--- src/rtl/counter8b_up_down.sv ---
`default_nettype none
// +----------------------------------------------------------------------------+
// | Module  : counter8b_up_down                                                |
// | Desc    : WIDTH-bit up/down counter with async reset, load, enable and tc. |
// |           Define COUNTER8B_SATURATE_EN to saturate instead of wrapping.    |
// | Revision: 1.0 - initial release                                            |
// +----------------------------------------------------------------------------+
module counter8b_up_down #(
  parameter int WIDTH = 8
) (
  input  logic             clk_i,
  input  logic             rst_ni,
  input  logic             dir_i,
  input  logic             en_i,
  input  logic             load_i,
  input  logic [WIDTH-1:0] load_val_i,
  output logic [WIDTH-1:0] count_o,
  output logic             tc_o
);

  localparam logic [WIDTH-1:0] C_ONE = {{(WIDTH-1){1'b0}}, 1'b1};

  logic [WIDTH-1:0] count_q;
  logic [WIDTH-1:0] count_d;
  logic             at_max;
  logic             at_min;

  assign at_max = &count_q;
  assign at_min = ~|count_q;

  always_comb begin
    count_d = count_q;
    if (load_i) begin
      count_d = load_val_i;
    end else if (en_i) begin
`ifdef COUNTER8B_SATURATE_EN
      if (dir_i) begin
        if (!at_max) count_d = count_q + C_ONE;
      end else begin
        if (!at_min) count_d = count_q - C_ONE;
      end
`else
      // Natural WIDTH-bit truncation gives the modulo wrap in both directions.
      count_d = dir_i ? (count_q + C_ONE) : (count_q - C_ONE);
`endif
    end
  end

  always_ff @(posedge clk_i or negedge rst_ni) begin
    if (!rst_ni) begin
      count_q <= '0;
    end else begin
      count_q <= count_d;
    end
  end

  assign count_o = count_q;
  assign tc_o    = dir_i ? at_max : at_min;

endmodule
`default_nettype wire

--- config.mk ---
export PLATFORM = sky130hd
export DESIGN_NAME = counter8b_up_down
export DESIGN_NICKNAME = d
export VERILOG_FILES = /design/src/rtl/counter8b_up_down.sv
export SDC_FILE = /design/constraint.sdc
export NUM_CORES = 1
export LEC_CHECK = 0
export BUFFER_PORTS_ARGS = -buffer_cell sky130_fd_sc_hd__buf_2
export CORE_ASPECT_RATIO = 0.8
export CORE_MARGIN = 4
export CORE_UTILIZATION = 30
export DETAILED_ROUTE_END_ITERATION = 12
export PLACE_DENSITY_LB_ADDON = 0.08
export SYNTH_ARGS = -nofsm -noshare
export SYNTH_HDL_FRONTEND = slang
export SYNTH_SLANG_ARGS = --single-unit
--- constraint.sdc ---
create_clock -name clk_i -period 2.6 [get_ports clk_i]
set_input_delay 0.13 -clock clk_i [delete_from_list [all_inputs] [get_ports clk_i]]
set_output_delay 0.13 -clock clk_i [all_outputs]
set_load 0.01 [all_outputs]
==> results of run 1 <==
[synthesized netlist by cell type (3+ instances only)]
cell	n
nand2_1	11
o21ai_0	11
dfrtp_1	8
a21oi_1	6
ha_1	6
a211oi_1	3
clkbuf_1	3
nor4_1	3
xnor2_1	3
[routing by layer]
layer	global-route usage [%]	wire length [um]
met1	18.4	1030
met2	18.6	796
met3	1.94	33
met4	5.49	14
met5	0	0
[worst register-to-register path: cells and delay by family, from the launching register on]
family                   cells  cell delay, ns
AO/OA/AOI/OAI                3            0.62
adder cells (fa/ha/maj)      1            0.38
AND/OR/NAND/NOR              2            0.58
flip-flops                   1            0.42
[power groups by stage]
| stage | Sequential, W | Combinational, W | Clock [W] |
|---|---|---|---|
| 2_1_floorplan | 0.000180 | 0.000143 | 0 |
| 3_3_place_gp | 0.000178 | 0.000216 | 0 |
| 3_5_place_dp | 0.000178 | 0.000216 | 0 |
| 4_1_cts | 0.000176 | 0.000218 | 0.000101 |
| 5_1_grt | 0.000180 | 0.000247 | 0.000108 |
| 6_report | 0.000176 | 0.000216 | 0.0000983 |
[stage by stage]
stage	hold WS (ns)	setup slack [ns]	total power, W	std cells	utilization, %
floorplan	-0.166	0.598	0.000323	85	-
global route	0.0806	0.341	0.000535	132	39.5
global placement	-0.00500	0.488	0.000395	128	38.1
detailed placement	-0.00719	0.445	0.000394	128	38.1
CTS	0.0755	0.494	0.000495	132	39.5
finish	0.0760	0.506	0.000491	132	39.5
[path summary, 6_finish.rpt]
path / startpoint / end / slack [ns] / depth (start not counted)
worst min-delay path: load_val_i[2] / count_o[2] / 0.08 / 3
worst max register to register: count_o[2] / count_o[7] / 0.51 / 6
worst max-delay path: count_o[2] / count_o[7] / 0.51 / 6
worst min register to register: count_o[7] / count_o[7] / 0.69 / 2
min in group asynchronous: rst_ni / count_o[2] / 0.25 / 2
max in group asynchronous: rst_ni / count_o[4] / 2.17 / 2
[area by class of cell]
class,count,area (um^2)
clock buffers,3,22.5
fillers,238,1340
inverters,2,7.51
multi-input cells,72,499
flip-flops and latches,8,200
well taps,25,31.3
repair buffers,22,115
[kinds of logic after synthesis]
group / share of synthesized area, %
xor+xnor: 3.66
flops: 27.9
fa+ha+maj: 13.2
buf+inv: 2.61
compound gates: 24.7
simple gates: 23.5
mux: 4.36
==> impl_results.md, run 1 <==
- Status: finished, final reports clean
- Die X: 62.7 um
- Leakage: 0.411 nW
- Area post-placement: 843 um^2
- Setup crit start kind: flop
- I/O pin cnt: 22
- Clk Latency, worst-skew pair: 0.25 ns
- First-pass GRT wire length: 3170 um
- Placement Rows: 15
- Clk pwr share: 20.0%
- Drt first pass iters: 4
- Via count: 708
- Post-CTS setup buffers: 0
- Power density over cell area: 560 mW/mm^2
- CP Max Fanout: 5
- Clk root buf: clkbuf_4
- Hold Buf Count CTS: 1
- GP Congestion: 0.861
- Slew Limit Fails: 0
- WP data arrival: 2.25 ns
- Final hold vios: 0
- DP HPWL: 1480 um
- Cell Area, Synth: 718 um^2
- DR iter-0 viols: 27
- Synth warnings: 0
- Die ar.: 0.00325 mm^2
- Core area: 0.00221 mm^2
- Family with the most delay on the worst path: compound AO/OA/AOI/OAI gates
- Layout Nets: 129
- Most common cell after layout, fill and taps aside: buf_2
- Crit-path cells: ha_1 > o21ai_0 > or3_1 > and4_4 > o31a_1 > o31ai_1
- # port buffers: 21
- Number of synthesized flops with an enable pin: 0
- Hold WC Path Type: in2reg
- Rel. slew slack: 79.8%
- P_int: 0.000299 W
- Slowest cell on the critical path: dfrtp_1
- DRC Markers: 0
- Setup violators final: 0
- Sw Pwr: 0.000192 W
- WP data required: 2.76 ns
- Min cycle time layout: 2.09 ns
- Critical path class: reg2reg
- Sw Ratio: 39.1%
- TritonCTS Buffers: 3
- Clock Path Buffers: 2
- Post-synth top area share: 27.9%
- Register share of total power: 35.9%
- Synth unique cells: 31
- Worst-Margin Slew: 0.303 ns
- Initial core utilization: 32.4%
- Largest net degree at the start of global routing: 20
- Worst Skew: 0.00297 ns
- Main synth FF type: dfrtp_1
- CP Capture Type: flop
- GRT Total Usage: 12.7%
- Fmax: 477 MHz
- Overall routed net length: 1880 um
- Post-DR wirelength/cell: 14.2 um
- Max VDD drop: 238 uV
- Vias in the first global route: 668
- Clock-pin slew on the worst setup and hold paths: 0.06 ns
- Post-Syn Instances: 85
- Largest stage delay on the critical path: 0.42 ns
- Post-route setup TNS: 0 ns
- Number of flip-flops under the largest register name: 8
- CTS tree: yes
- Drt via density: 5.36
- RSZ-0062 raised after global routing: no
- Die Ht: 51.8 um
- Post-synth top area cell: dfrtp_1
- Share of synthesized registers carrying an async set or reset: 100%
- H-tree levels: 1
- Final ANT Viol Nets: 0
- Diode count: 0
- Area contributors post-synth: dfrtp_1 (28%), ha_1 (10%), o21ai_0 (7.7%), nand2_1 (5.7%), a21oi_1 (4.2%)
- Synthesis-to-finish area growth: 22.0%
- Avg Cell Area, Syn: 8.45 um^2
- Seq/Total Area, Yosys: 27.9%
- Layout cell share with drive strength beyond 1: 25.2%
- Final worst-path cycle share: 80.6%
- Post-cts resize count: 0
- Max-cap violations: 0
- Global route total overflow: 0
- Commonest non-fill, non-tap cells in the layout: buf_2 (21), nand2_1 (11), o21ai_0 (11)
- Gate power share: 44.1%
- Design area: 876 um^2
- Synth Register Bits: 8
- Net Count, Synth: 105
- Clock sinks: 8
- Initial antenna violation count: 0
- Critical path buffer and inverter count: 0
(Power assumes the default switching activity.)
==> run 2, diff against run 1 <==
==> constraint.sdc (replaced) <==
create_clock -name clk_i -period 1.9 [get_ports clk_i]
set_input_delay 0.095 -clock clk_i [delete_from_list [all_inputs] [get_ports clk_i]]
set_output_delay 0.095 -clock clk_i [all_outputs]
set_load 0.01 [all_outputs]
==> impl_results.md, run 2 (synthesis results as in run 1) <==
- First-pass GRT wire length: 3770 um
- Initial antenna violation count: 0
- Max VDD drop: 328 uV
- Via count: 767
- Met3 usage: 4.54%
- Most common cell after layout, fill and taps aside: buf_2
- GRT Total Usage: 15.3%
- Worst-case reg-to-reg path depth: 6
- Rel. slew slack: 78.8%
- Critical path class: reg2reg
- Core Util, Final: 50.7%
- Die Ht: 51.8 um
- Drt via density: 5.11
- Setup crit start kind: flop
- Hold WC Path Type: in2reg
- DP HPWL: 1720 um
- RR Startpoint: count_o[5]
- I/O pin cnt: 22
- Overall routed net length: 2240 um
- H-tree levels: 1
- Post-Place Cells: 144
- Power density over cell area: 763 mW/mm^2
- Synthesis-to-finish area growth: 56.3%
- Layout Nets: 146
- Slowest cell on the critical path: dfrtp_1
- Initial core utilization: 32.4%
- CP Capture Type: flop
- Family with the most delay on the worst path: simple AND/OR/NAND/NOR gates
- Overall power: 0.000857 W
- Largest net degree at the start of global routing: 20
- Final worst-path cycle share: 98.3%
- TritonCTS Buffers: 3
- CP startpoint: count_o[5]
- Final std cells w/o fill: 150
- DR iter-0 viols: 26
- Setup violators final: 0
- Fillers: 226
- GP Congestion: 0.819
- Status: finished, final reports clean
- Cell depth of the worst setup path: 6
- Reg-to-reg slack, setup: 0.03 ns
- WP data required: 2.07 ns
- Vias in the first global route: 760
- Final hold vios: 0
- Worst-Margin Slew: 0.318 ns
- Worst Setup EP: count_o[7]
- Commonest non-fill, non-tap cells in the layout: buf_2 (21), buf_4 (16), nand2_1 (10), o21ai_0 (10), a21oi_1 (6)
- Post-DR wirelength/cell: 15.0 um
- Clock Path Buffers: 2
- Final ANT Viol Nets: 0
- CP Max Fanout: 2
- Clk root buf: clkbuf_4
- Number of flip-flops under the largest register name: 8
- Layout cell share with drive strength beyond 1: 48.0%
- Crit-path cells: ha_4 > nand2_2 > or3_4 > and4_4 > o31a_1 > o31ai_1
- Clock-pin slew on the worst setup and hold paths: 0.08 ns
- Core area: 0.00221 mm^2
- WP data arrival: 2.03 ns
- DRC Markers: 0
- # port buffers: 21
- Slew Limit Fails: 0
- Clk Latency, worst-skew pair: 0.28 ns
- Die ar.: 0.00325 mm^2
- Global Route met1 Usage: 21.3%
- Top Usage Layer GRT: met2
- Worst Skew: 0.0250 ns
- Routing usage on met2: 23.7%
- Critical path buffer and inverter count: 0
- Max-cap violations: 0
- Clock sinks: 8
- RSZ-0062 raised after global routing: yes
- Leakage: 0.503 nW
- Global route total overflow: 0
- R2r endpoint: count_o[7]
- CTS tree: yes
- Largest stage delay on the critical path: 0.42 ns
- Die X: 62.7 um
- Placement Rows: 15
- Diode count: 0
- Min cycle time layout: 1.87 ns
- Fmax: 536 MHz
- Drt first pass iters: 4
-- run 2: final cells by class --
cell class	count	area [um^2]	share of cell area (%)
multi-input cells	72	598	53.3
repair buffers	39	255	22.7
flip-flops and latches	8	204	18.2
well taps	25	31.3	2.79
clock buffers	4	26.3	2.34
inverters	2	7.51	0.669
-- run 2: worst min path at each step --
stage                  startpoint  slack (ns)  depth (start not counted)         end
floorplan                  rst_ni       -0.20                          0  count_o[0]
detailed placement         rst_ni       -0.04                          1  count_o[0]
finish              load_val_i[1]        0.02                          3  count_o[1]
CTS                 load_val_i[1]        0.02                          3  count_o[1]
global placement           rst_ni       -0.04                          1  count_o[0]
global route        load_val_i[7]        0.05                          3  count_o[7]
-- run 2: where the power goes --
part,total [W],leakage (nW),internal (W),switching [W]
clock,0.000161,0.0150,0.0000810,0.0000801
sequential,0.000236,0.0926,0.000199,0.0000361
combinational,0.000460,0.395,0.000250,0.000210
-- run 2: worst reg2reg max path, stage by stage, from the launching register on --
cell	delay [ns]
dfrtp_1	0.42
ha_4	0.29
nand2_2	0.04
or3_4	0.39
and4_4	0.19
o31a_1	0.23
o31ai_1	0.20
-- run 2: repair_timing --
item                                    in CTS  in global routing
gates cloned                                 0                  0
buffers inserted                             1                  0
gates resized for setup                      2                  6
hold endpoints to repair                     8                  0
pin swaps                                    1                  4
endpoints found under the setup margin       2                  5
hold buffers                                 1                  0
-- run 2: per-stage QoR --
step	hold WS, ns	setup WS (ns)	TNS [ns]	cell area, um^2
after floorplan	-0.201	0.00524	0	785
after global placement	-0.0376	-0.0392	-0.0392	1040
after detailed placement	-0.0374	-0.0358	-0.0584	1040
after CTS	0.0187	-0.00847	-0.00847	1100
after global routing	0.0454	-0.0317	-0.0444	1120
final	0.0186	0.0326	0	1120
-- run 2: per-layer routing --
layer / routed length (um) / share of wire (%) / up-vias
met4: 11 / 0.49 / 0
met3: 75 / 3.3 / 2
li1: - / - / 400
met2: 958 / 43 / 12
met5: 0 / 0 / -
met1: 1200 / 53 / 353
